$ cat src/rtl/vec_angle_cordic_16bit.sv
// Vectoring-mode CORDIC: atan2(y, x) of a signed 16.16 vector as a 16-bit binary angle.
// Optional gain-corrected magnitude output is built when VEC_ANGLE_MAG_OUT_EN is defined.
module vec_angle_cordic_16bit (
    input  logic        clk,
    input  logic        rst_n,
    input  logic        start,
    input  logic [31:0] x_in,
    input  logic [31:0] y_in,
    output logic [15:0] angle,
    output logic [31:0] magnitude,
    output logic        done,
    output logic        ready
);

    typedef enum logic [1:0] {StIdle, StIter, StDone} state_t;

    state_t             state_q, state_d;
    logic [4:0]         cnt_q, cnt_d;
    logic signed [33:0] x_q, x_d;
    logic signed [33:0] y_q, y_d;
    logic [15:0]        z_q, z_d;
    logic               zero_q, zero_d;
    logic [15:0]        angle_q, angle_d;
    // Low only while reset is held and in the cycle it is released.
    logic               live_q;

    logic signed [33:0] x_ext, y_ext;
    logic signed [33:0] x_shift, y_shift;
    logic [15:0]        atan_i;
    logic               accept;
    logic               finish;

    function automatic logic [15:0] atan_lut(input logic [3:0] idx);
        case (idx)
            4'd0:    atan_lut = 16'd8192;
            4'd1:    atan_lut = 16'd4836;
            4'd2:    atan_lut = 16'd2555;
            4'd3:    atan_lut = 16'd1297;
            4'd4:    atan_lut = 16'd651;
            4'd5:    atan_lut = 16'd326;
            4'd6:    atan_lut = 16'd163;
            4'd7:    atan_lut = 16'd81;
            4'd8:    atan_lut = 16'd41;
            4'd9:    atan_lut = 16'd20;
            4'd10:   atan_lut = 16'd10;
            4'd11:   atan_lut = 16'd5;
            4'd12:   atan_lut = 16'd3;
            4'd13:   atan_lut = 16'd1;
            4'd14:   atan_lut = 16'd1;
            default: atan_lut = 16'd0;
        endcase
    endfunction

    assign x_ext   = {{2{x_in[31]}}, x_in};
    assign y_ext   = {{2{y_in[31]}}, y_in};
    assign x_shift = x_q >>> cnt_q[3:0];
    assign y_shift = y_q >>> cnt_q[3:0];
    assign atan_i  = atan_lut(cnt_q[3:0]);

    assign ready  = live_q && (state_q != StIter);
    assign done   = (state_q == StDone);
    assign accept = ready && start;
    // cnt_q reaches 16 one cycle after the last micro-rotation.
    assign finish = (state_q == StIter) && cnt_q[4];

    always_comb begin
        state_d = state_q;
        cnt_d   = cnt_q;
        x_d     = x_q;
        y_d     = y_q;
        z_d     = z_q;
        zero_d  = zero_q;
        angle_d = angle_q;

        unique case (state_q)
            StIdle, StDone: begin
                state_d = StIdle;
                if (accept) begin
                    cnt_d  = '0;
                    // The iterations would otherwise accumulate every ATAN term for (0,0).
                    zero_d = (x_in == 32'd0) && (y_in == 32'd0);
                    if (x_ext[33]) begin
                        x_d = -x_ext;
                        y_d = -y_ext;
                        z_d = 16'd32768;
                    end else begin
                        x_d = x_ext;
                        y_d = y_ext;
                        z_d = 16'd0;
                    end
                    state_d = StIter;
                end
            end
            StIter: begin
                if (finish) begin
                    angle_d = zero_q ? 16'd0 : z_q;
                    state_d = StDone;
                end else begin
                    if (!y_q[33]) begin
                        x_d = x_q + y_shift;
                        y_d = y_q - x_shift;
                        z_d = z_q + atan_i;
                    end else begin
                        x_d = x_q - y_shift;
                        y_d = y_q + x_shift;
                        z_d = z_q - atan_i;
                    end
                    cnt_d = cnt_q + 5'd1;
                end
            end
            default: state_d = StIdle;
        endcase
    end

    always_ff @(posedge clk) begin
        if (!rst_n) begin
            state_q <= StIdle;
            cnt_q   <= '0;
            x_q     <= '0;
            y_q     <= '0;
            z_q     <= '0;
            zero_q  <= 1'b0;
            angle_q <= '0;
            live_q  <= 1'b0;
        end else begin
            state_q <= state_d;
            cnt_q   <= cnt_d;
            x_q     <= x_d;
            y_q     <= y_d;
            z_q     <= z_d;
            zero_q  <= zero_d;
            angle_q <= angle_d;
            live_q  <= 1'b1;
        end
    end

    assign angle = angle_q;

`ifdef VEC_ANGLE_MAG_OUT_EN
    logic [31:0] mag_q;

    // 39797/65536 ~= 0.607253 removes the CORDIC gain; x_q is non-negative here.
    always_ff @(posedge clk) begin
        if (!rst_n) begin
            mag_q <= '0;
        end else if (finish) begin
            mag_q <= 32'(({16'd0, x_q} * 50'd39797) >> 16);
        end
    end

    assign magnitude = mag_q;
`else
    assign magnitude = 32'd0;
`endif

endmodule

$ cat config.mk
export PLATFORM = sky130hd
export DESIGN_NAME = vec_angle_cordic_16bit
export DESIGN_NICKNAME = d
export VERILOG_FILES = /design/src/rtl/vec_angle_cordic_16bit.sv
export SDC_FILE = /design/constraint.sdc
export NUM_CORES = 1
export LEC_CHECK = 0
export CAP_MARGIN = 15
export CORE_ASPECT_RATIO = 0.75
export CORE_UTILIZATION = 46
export DETAILED_ROUTE_END_ITERATION = 6
export HOLD_SLACK_MARGIN = 0.06
export PLACE_DENSITY = 0.63
export SETUP_SLACK_MARGIN = 0.5
export SLEW_MARGIN = 15
export SYNTH_ARGS = -nofsm -noshare
export SYNTH_HDL_FRONTEND = slang
export SYNTH_SLANG_ARGS = --single-unit
$ cat constraint.sdc
create_clock -name clk -period 18.2 [get_ports clk]
set_input_delay 1.82 -clock clk [delete_from_list [all_inputs] [get_ports clk]]
set_output_delay 1.82 -clock clk [all_outputs]
set_load 0.01 [all_outputs]
==> out/qor.yml, run 1 <==
place:
  dp_hpwl_um: 43220
  portBuffers: 84
  dpl_cell_area_um2: 17290
  gp_congestion: 0.9664
die:
  io_pins: 117
  initial_core_util_pct: 47.18
  die_h_um: 166.2
  design.core.area_um2: 35060
  die_width_um: 221.0
  die-area_um2: 36730
  rows: 59
critical_path:
  required_ns: 18.55
  cp_max_fo: 65
  r2r_start: "cnt_q[2]$_SDFFE_PN0P_"
  worst-setup-path-type: "register to register"
  arrival_ns: 7.52
  crit_start: "cnt_q[2]$_SDFFE_PN0P_"
  cp-start-kind: "register"
  crit_path_end_kind: "register"
clocking:
  cts_tree: "built"
  clkTransAtPathRegs_ns: 0.07
  clkLatencyLatePin_ns: 0.46
  cts-hold-fix-buffers: 0
  cts.sinks: 123
  cts.path.max_buffers: 2
  cts_buffers: 17
  cts_setup_buffers: 0
  cts_htree_levels: 4
  ctsResizeCount: 0
  clockRootBuffer: "clkbuf_16"
power:
  p_sw_mw: 0.8041
  p_clk_share_pct: 21.3
  power.share.sequential_pct: 21.0
  leakagePower_nw: 6.978
  switching_share_pct: 47.28
  combPwrFrac_pct: 57.7
  intPower_mw: 0.8965
  irDropWorstVdd_uv: 56.51
  p_per_area_nw_per_um2: 95.04
logic_synthesis:
  yosys.area.top_type: "dfxtp_1"
  synth_area_leaders: "dfxtp_1 15%, ha_1 7.1%, xnor2_1 5.8%, nand2_1 5.1%, a21oi_1 5.1%"
  synth-seq-cells: 123
  synth_area_um2: 16540
  synth-async-reset-ratio_pct: 0
  synthFlopType: "dfxtp_1"
  postSynthAreaPerCell_um2: 7.818
  synth_seq_area_share_pct: 14.88
  synth.distinct_cells: 95
  synth_cells: 2116
  synth_top_area_share_pct: 14.88
  synth-edff-count: 0
  yosys_warnings: 0
final_layout:
  final_cell_mix: "225 x nand2_1, 185 x nor2_1, 168 x a21oi_1"
  final_nets: 2275
  antenna_cells: 0
  final_common_cell: "nand2_1"
  drive_above_1_share_pct: 8.051
  syn_to_final_growth_pct: 8.161
  stdcell_area_um2: 17890
grt:
  antenna_found_initial: 0
  grt_pass1_vias: 14780
  grt_max_degree: 74
  grt-ovfl-total: 0
  grt_pass1_wl_um: 88650
  grtUsageTotal_pct: 30.96
timing:
  relSlewSlack_pct: 26.42
  slew_violations: 0
  fin_tns_setup_ns: 0
  grt_setup_unrepaired: "no"
  hold_viol: 0
  timing.final.crit_period_ns: 7.171
  worstMarginPinSlew_ns: 1.100
  fin_skew_ns: 0.01298
  setup_viol: 0
  post-route-period-util_pct: 39.40
  fmax_mhz: 139.5
routing:
  routed_wl_um: 58010
  vias: 16660
  dr.pass1.iters: 5
  viasPerCell: 6.453
  wl_per_cell_um: 22.47
  ant_nets: 0
  dr.first_iter.drc_count: 2040
  drc: 0
flow_run:
  cap_violations: 0
hold_path:
  hold_class: "register to register"
  min_from: "x_q[0]$_SDFFE_PN0P_"
outcome:
  outcome: "finished, final reports clean"
sequential cells by signal, summed over array words and instances (netlist names):
signal	flops
zero_q	1
state_q	2
angle	16
z_q	16
live_q	1
cnt_q	5
x_q	34
atan_i	14
y_q	34
power by group through the flow:
stage,sequential (mW),combinational (mW),clock (mW)
6_report,0.357,0.981,0.363
5_1_grt,0.359,1.07,0.380
4_1_cts,0.353,0.955,0.368
3_5_place_dp,0.359,0.946,0
3_3_place_gp,0.359,0.941,0
2_1_floorplan,0.324,0.746,0
synth_stat cells (all sizes together), types with 40 or more instances:
| cell type | n |
|---|---|
| a21oi | 168 |
| buf | 76 |
| clkbuf | 84 |
| dfxtp | 123 |
| ha | 94 |
| inv | 48 |
| mux2i | 74 |
| mux4 | 58 |
| nand2 | 226 |
| nand3 | 40 |
| nor2 | 188 |
| nor3 | 45 |
| o211ai | 44 |
| o21ai | 123 |
| xnor2 | 110 |
| xor2 | 72 |
critical path: stages (launching register included):
cell       delay, ns
dfxtp_2         0.44
buf_4           0.58
clkinv_1        0.48
mux2_2          0.38
mux2i_1         0.27
and2_1          0.23
nand3_1         0.13
nor4_1          0.87
a21oi_1         0.17
xnor2_1         0.18
ha_1            0.39
and4_1          0.25
and2_1          0.15
o311ai_0        0.19
o21ai_0         0.32
a2111oi_0       0.81
nor3_1          0.17
o21ai_1         0.30
a211oi_1        0.13
or4_1           0.40
and3_1          0.17
final timing paths:
| kind | endpoint | slack [ns] | cells past startpoint |
|---|---|---|---|
| max | y_q[32]$_SDFFE_PN0P_ | 11.03 | 20 |
| min | x_q[0]$_SDFFE_PN0P_ | 0.48 | 2 |
| max reg2reg | y_q[32]$_SDFFE_PN0P_ | 11.03 | 20 |
| min reg2reg | x_q[0]$_SDFFE_PN0P_ | 0.48 | 2 |
per-layer routing:
| layer | vias to the layer above | share of wire, % | global-route usage [%] |
|---|---|---|---|
| met5 | - | 0 | 0 |
| met4 | 0 | 2.3 | 8.361 |
| met3 | 73 | 11 | 9.076 |
| met2 | 815 | 39 | 41.99 |
| met1 | 7958 | 47 | 46.51 |
| li1 | 7809 | - | - |
metrics by stage:
step	setup slack [ns]	utilization (%)	std cells	hold WS (ns)	power, mW
global placement	11.51	49.32	2549	0.4671	1.300
CTS	11.29	51.03	2581	0.4864	1.676
global route	10.57	51.03	2581	0.5130	1.808
finish	11.03	51.03	2581	0.4848	1.701
detailed placement	11.34	49.32	2549	0.4753	1.305
floorplan	12.15	-	2147	0.4425	1.069
final cells by class:
class                           instances  area [um^2]
Clock buffer                           17        425.4
Clock inverter                         15        173.9
Fill cell                            3365        17170
Inverter                               49        183.9
Multi-Input combinational cell       1814        13070
Sequential cell                       123         2476
Tap cell                              457        571.8
Timing Repair Buffer                  106        996.0
cell families (layout without fill, tap and decap cells):
family,Yosys count,count (layout),share of synthesized area [%]
simple gates,710,710,20.91
compound gates,626,626,24.72
buf+inv,210,187,6.973
xor+xnor,183,183,9.772
mux,166,166,15.24
flops,123,123,14.88
fa+ha+maj,97,97,7.472
other cells,1,32,0.02267
No activity file was read; power rests on OpenSTA's default activity.
==> run 2, diff against run 1 <==
- clock period: 18.2 -> 6.64 ns (I/O delays scaled with it)
==> out/qor.yml, run 2 (synthesized netlist as in run 1, its figures left out) <==
place:
  gp_congestion: 0.9770  # +1.1%
  portBuffers: 84  # unchanged
  dp_hpwl_um: 44280  # +2.4%
flow_run:
  cap_violations: 0  # unchanged
clocking:
  cts.path.max_buffers: 2  # unchanged
  clkTransAtPathRegs_ns: 0.07  # about the same
  clkLatencyLatePin_ns: 0.46  # about the same
  cts_tree: "built"
  cts_buffers: 17  # unchanged
  cts.sinks: 123  # unchanged
  cts_htree_levels: 4  # unchanged
  clockRootBuffer: "clkbuf_16"
critical_path:
  cp_slowest_cell: "mux4_1"
  r2r_slack_ns: 0.72  # -10.31 ns
  slowest_delay_ns: 0.69  # -0.18 ns
  worst-setup-path-type: "register to register"
  timing.rr.end: "y_q[32]$_SDFFE_PN0P_"
  path_cells: "buf_4, mux4_1, mux2_2, mux2i_1, and2_1, nand3_1, nor4b_4, buf_4, a21oi_1, xnor2_1, ha_1, a21o_1, a21o_1, a21oi_1, o22ai_1, a2111oi_1, buf_4, nor3_1, o21ai_2, a211oi_1, or4_1, and3_1"
  r2r_start: "cnt_q[1]$_SDFFE_PN0P_"
  required_ns: 6.99  # -11.56 ns
  arrival_ns: 6.28  # -1.24 ns
  crit_path_end_kind: "register"
  rr_worst_depth: 22  # +10%
  cp-start-kind: "register"
  cp_max_fo: 9  # -86%
  cpMostUsedCell: "buf_4"
timing:
  setup_viol: 0  # unchanged
  grt_setup_unrepaired: "no"
  slew_violations: 0  # unchanged
  relSlewSlack_pct: 26.01  # -0.41 points
  post-route-period-util_pct: 89.20  # +50 points
  hold_viol: 0  # unchanged
  fmax_mhz: 168.8  # +21%
  fin_tns_setup_ns: 0  # unchanged
  worstMarginPinSlew_ns: 1.107  # +0.007556 ns
  fin_skew_ns: 0.01783  # +0.004848 ns
  timing.final.crit_period_ns: 5.923  # -1.248 ns
routing:
  dr.first_iter.drc_count: 2173  # +6.5%
  dr.pass1.iters: 6  # +1
  routed_wl_um: 60620  # +4.5%
  wl_per_cell_um: 23.20  # +3.2%
  vias: 17100  # +2.7%
  viasPerCell: 6.546  # +1.4%
  drc: 0  # unchanged
  ant_nets: 0  # unchanged
power:
  leakagePower_nw: 7.203  # +3.2%
  p_per_area_nw_per_um2: 262.0  # +180%
  irDropWorstVdd_uv: 116.0  # +110%
final_layout:
  syn_to_final_growth_pct: 10.78
  drive_above_1_share_pct: 10.06  # +2.0 points
  antenna_cells: 0  # unchanged
  final_cell_mix: "225 x nand2_1, 185 x nor2_1, 168 x a21oi_1"
  reg_top3: "x_q (34), y_q (34)"
  final_nets: 2307  # +1.4%
  fillers: 3340  # -0.74%
  fin_util_pct: 52.26  # +1.2 points
  final_common_cell: "nand2_1"
hold_path:
  holdPathStages: 2  # unchanged
  hold_class: "register to register"
  min_to: "x_q[0]$_SDFFE_PN0P_"
  min_from: "x_q[0]$_SDFFE_PN0P_"
die:
  die-area_um2: 36730  # unchanged
  design.core.area_um2: 35060  # unchanged
  die_h_um: 166.2  # unchanged
  die_width_um: 221.0  # unchanged
  initial_core_util_pct: 47.18  # unchanged
  io_pins: 117  # unchanged
  rows: 59  # unchanged
outcome:
  outcome: "finished, final reports clean"
grt:
  use_met3_pct: 8.209  # -0.87 points
  met2_usage_pct: 42.87  # +0.88 points
  grt_use_met1_pct: 49.50  # +3.0 points
  grt_pass1_vias: 15270  # +3.3%
  grt_busiest_layer: "met1"
  grt-ovfl-total: 0  # unchanged
  grt_max_degree: 96  # +30%
  grtUsageTotal_pct: 32.02  # +1.1 points
  antenna_found_initial: 2  # +2
  grt_pass1_wl_um: 92090  # +3.9%
run 2: metal layers:
| layer | vias up | share of wire (%) |
|---|---|---|
| met2 | 959 | 39 |
| met4 | 2 | 2.1 |
| li1 | 7855 | - |
| met3 | 108 | 12 |
| met5 | - | 0.021 |
| met1 | 8180 | 48 |
run 2: worst max-delay path by stage:
stage	startpoint	end	slack (ns)
2_1_floorplan	cnt_q[0]$_SDFFE_PN0P_	y_q[32]$_SDFFE_PN0P_	0.59
3_3_place_gp	cnt_q[1]$_SDFFE_PN0P_	x_q[29]$_SDFFE_PN0P_	0.30
3_5_place_dp	cnt_q[1]$_SDFFE_PN0P_	x_q[29]$_SDFFE_PN0P_	0.27
4_1_cts	cnt_q[1]$_SDFFE_PN0P_	y_q[32]$_SDFFE_PN0P_	0.50
5_1_grt	cnt_q[1]$_SDFFE_PN0P_	y_q[31]$_SDFFE_PN0P_	0.44
6_report	cnt_q[1]$_SDFFE_PN0P_	y_q[32]$_SDFFE_PN0P_	0.72
run 2: report_power, final:
| group | internal (mW) | switching, mW | total, mW |
|---|---|---|---|
| logic | 1.16 | 1.61 | 2.77 |
| clock network | 0.607 | 0.460 | 1.07 |
| registers | 0.804 | 0.162 | 0.965 |
run 2: final cells by class:
class,count,area [um^2],area share (%)
Clock buffer,17,425.4,2.321
Clock inverter,15,202.7,1.106
Inverter,49,183.9,1.004
Multi-Input combinational cell,1814,13150,71.73
Sequential cell,123,2476,13.51
Tap cell,457,571.8,3.120
Timing Repair Buffer,138,1321,7.210
run 2: worst max-delay path, delay by kind of cell, from the launching register on:
kind | cells | cell delay, ns
AO/OA/AOI/OAI | 8 | 1.53
XOR/XNOR | 1 | 0.23
adder cells (fa/ha/maj) | 1 | 0.33
buffers and inverters | 3 | 0.62
flip-flops | 1 | 0.47
multiplexers | 3 | 1.27
AND/OR/NAND/NOR | 6 | 1.36
run 2: timing repair:
action | in CTS | in global routing
cloned | 0 | 0
resized for setup | 2 | 22
setup buffers | 0 | 11
pin swaps | 0 | 6
hold buffers | 0 | 0
endpoints found under the setup margin | 2 | 16
run 2: stage by stage:
step | instance area [um^2] | cells | worst slack, ns | total power [mW] | hold WS, ns
floorplan | 16660 | 2147 | 0.5942 | 2.931 | 0.4425
global placement | 17490 | 2570 | 0.2957 | 3.572 | 0.4672
detailed placement | 17490 | 2570 | 0.2675 | 3.598 | 0.4749
CTS | 18130 | 2602 | 0.5018 | 4.687 | 0.4851
global route | 18330 | 2613 | 0.4383 | 5.084 | 0.5005
finish | 18330 | 2613 | 0.7170 | 4.801 | 0.4841
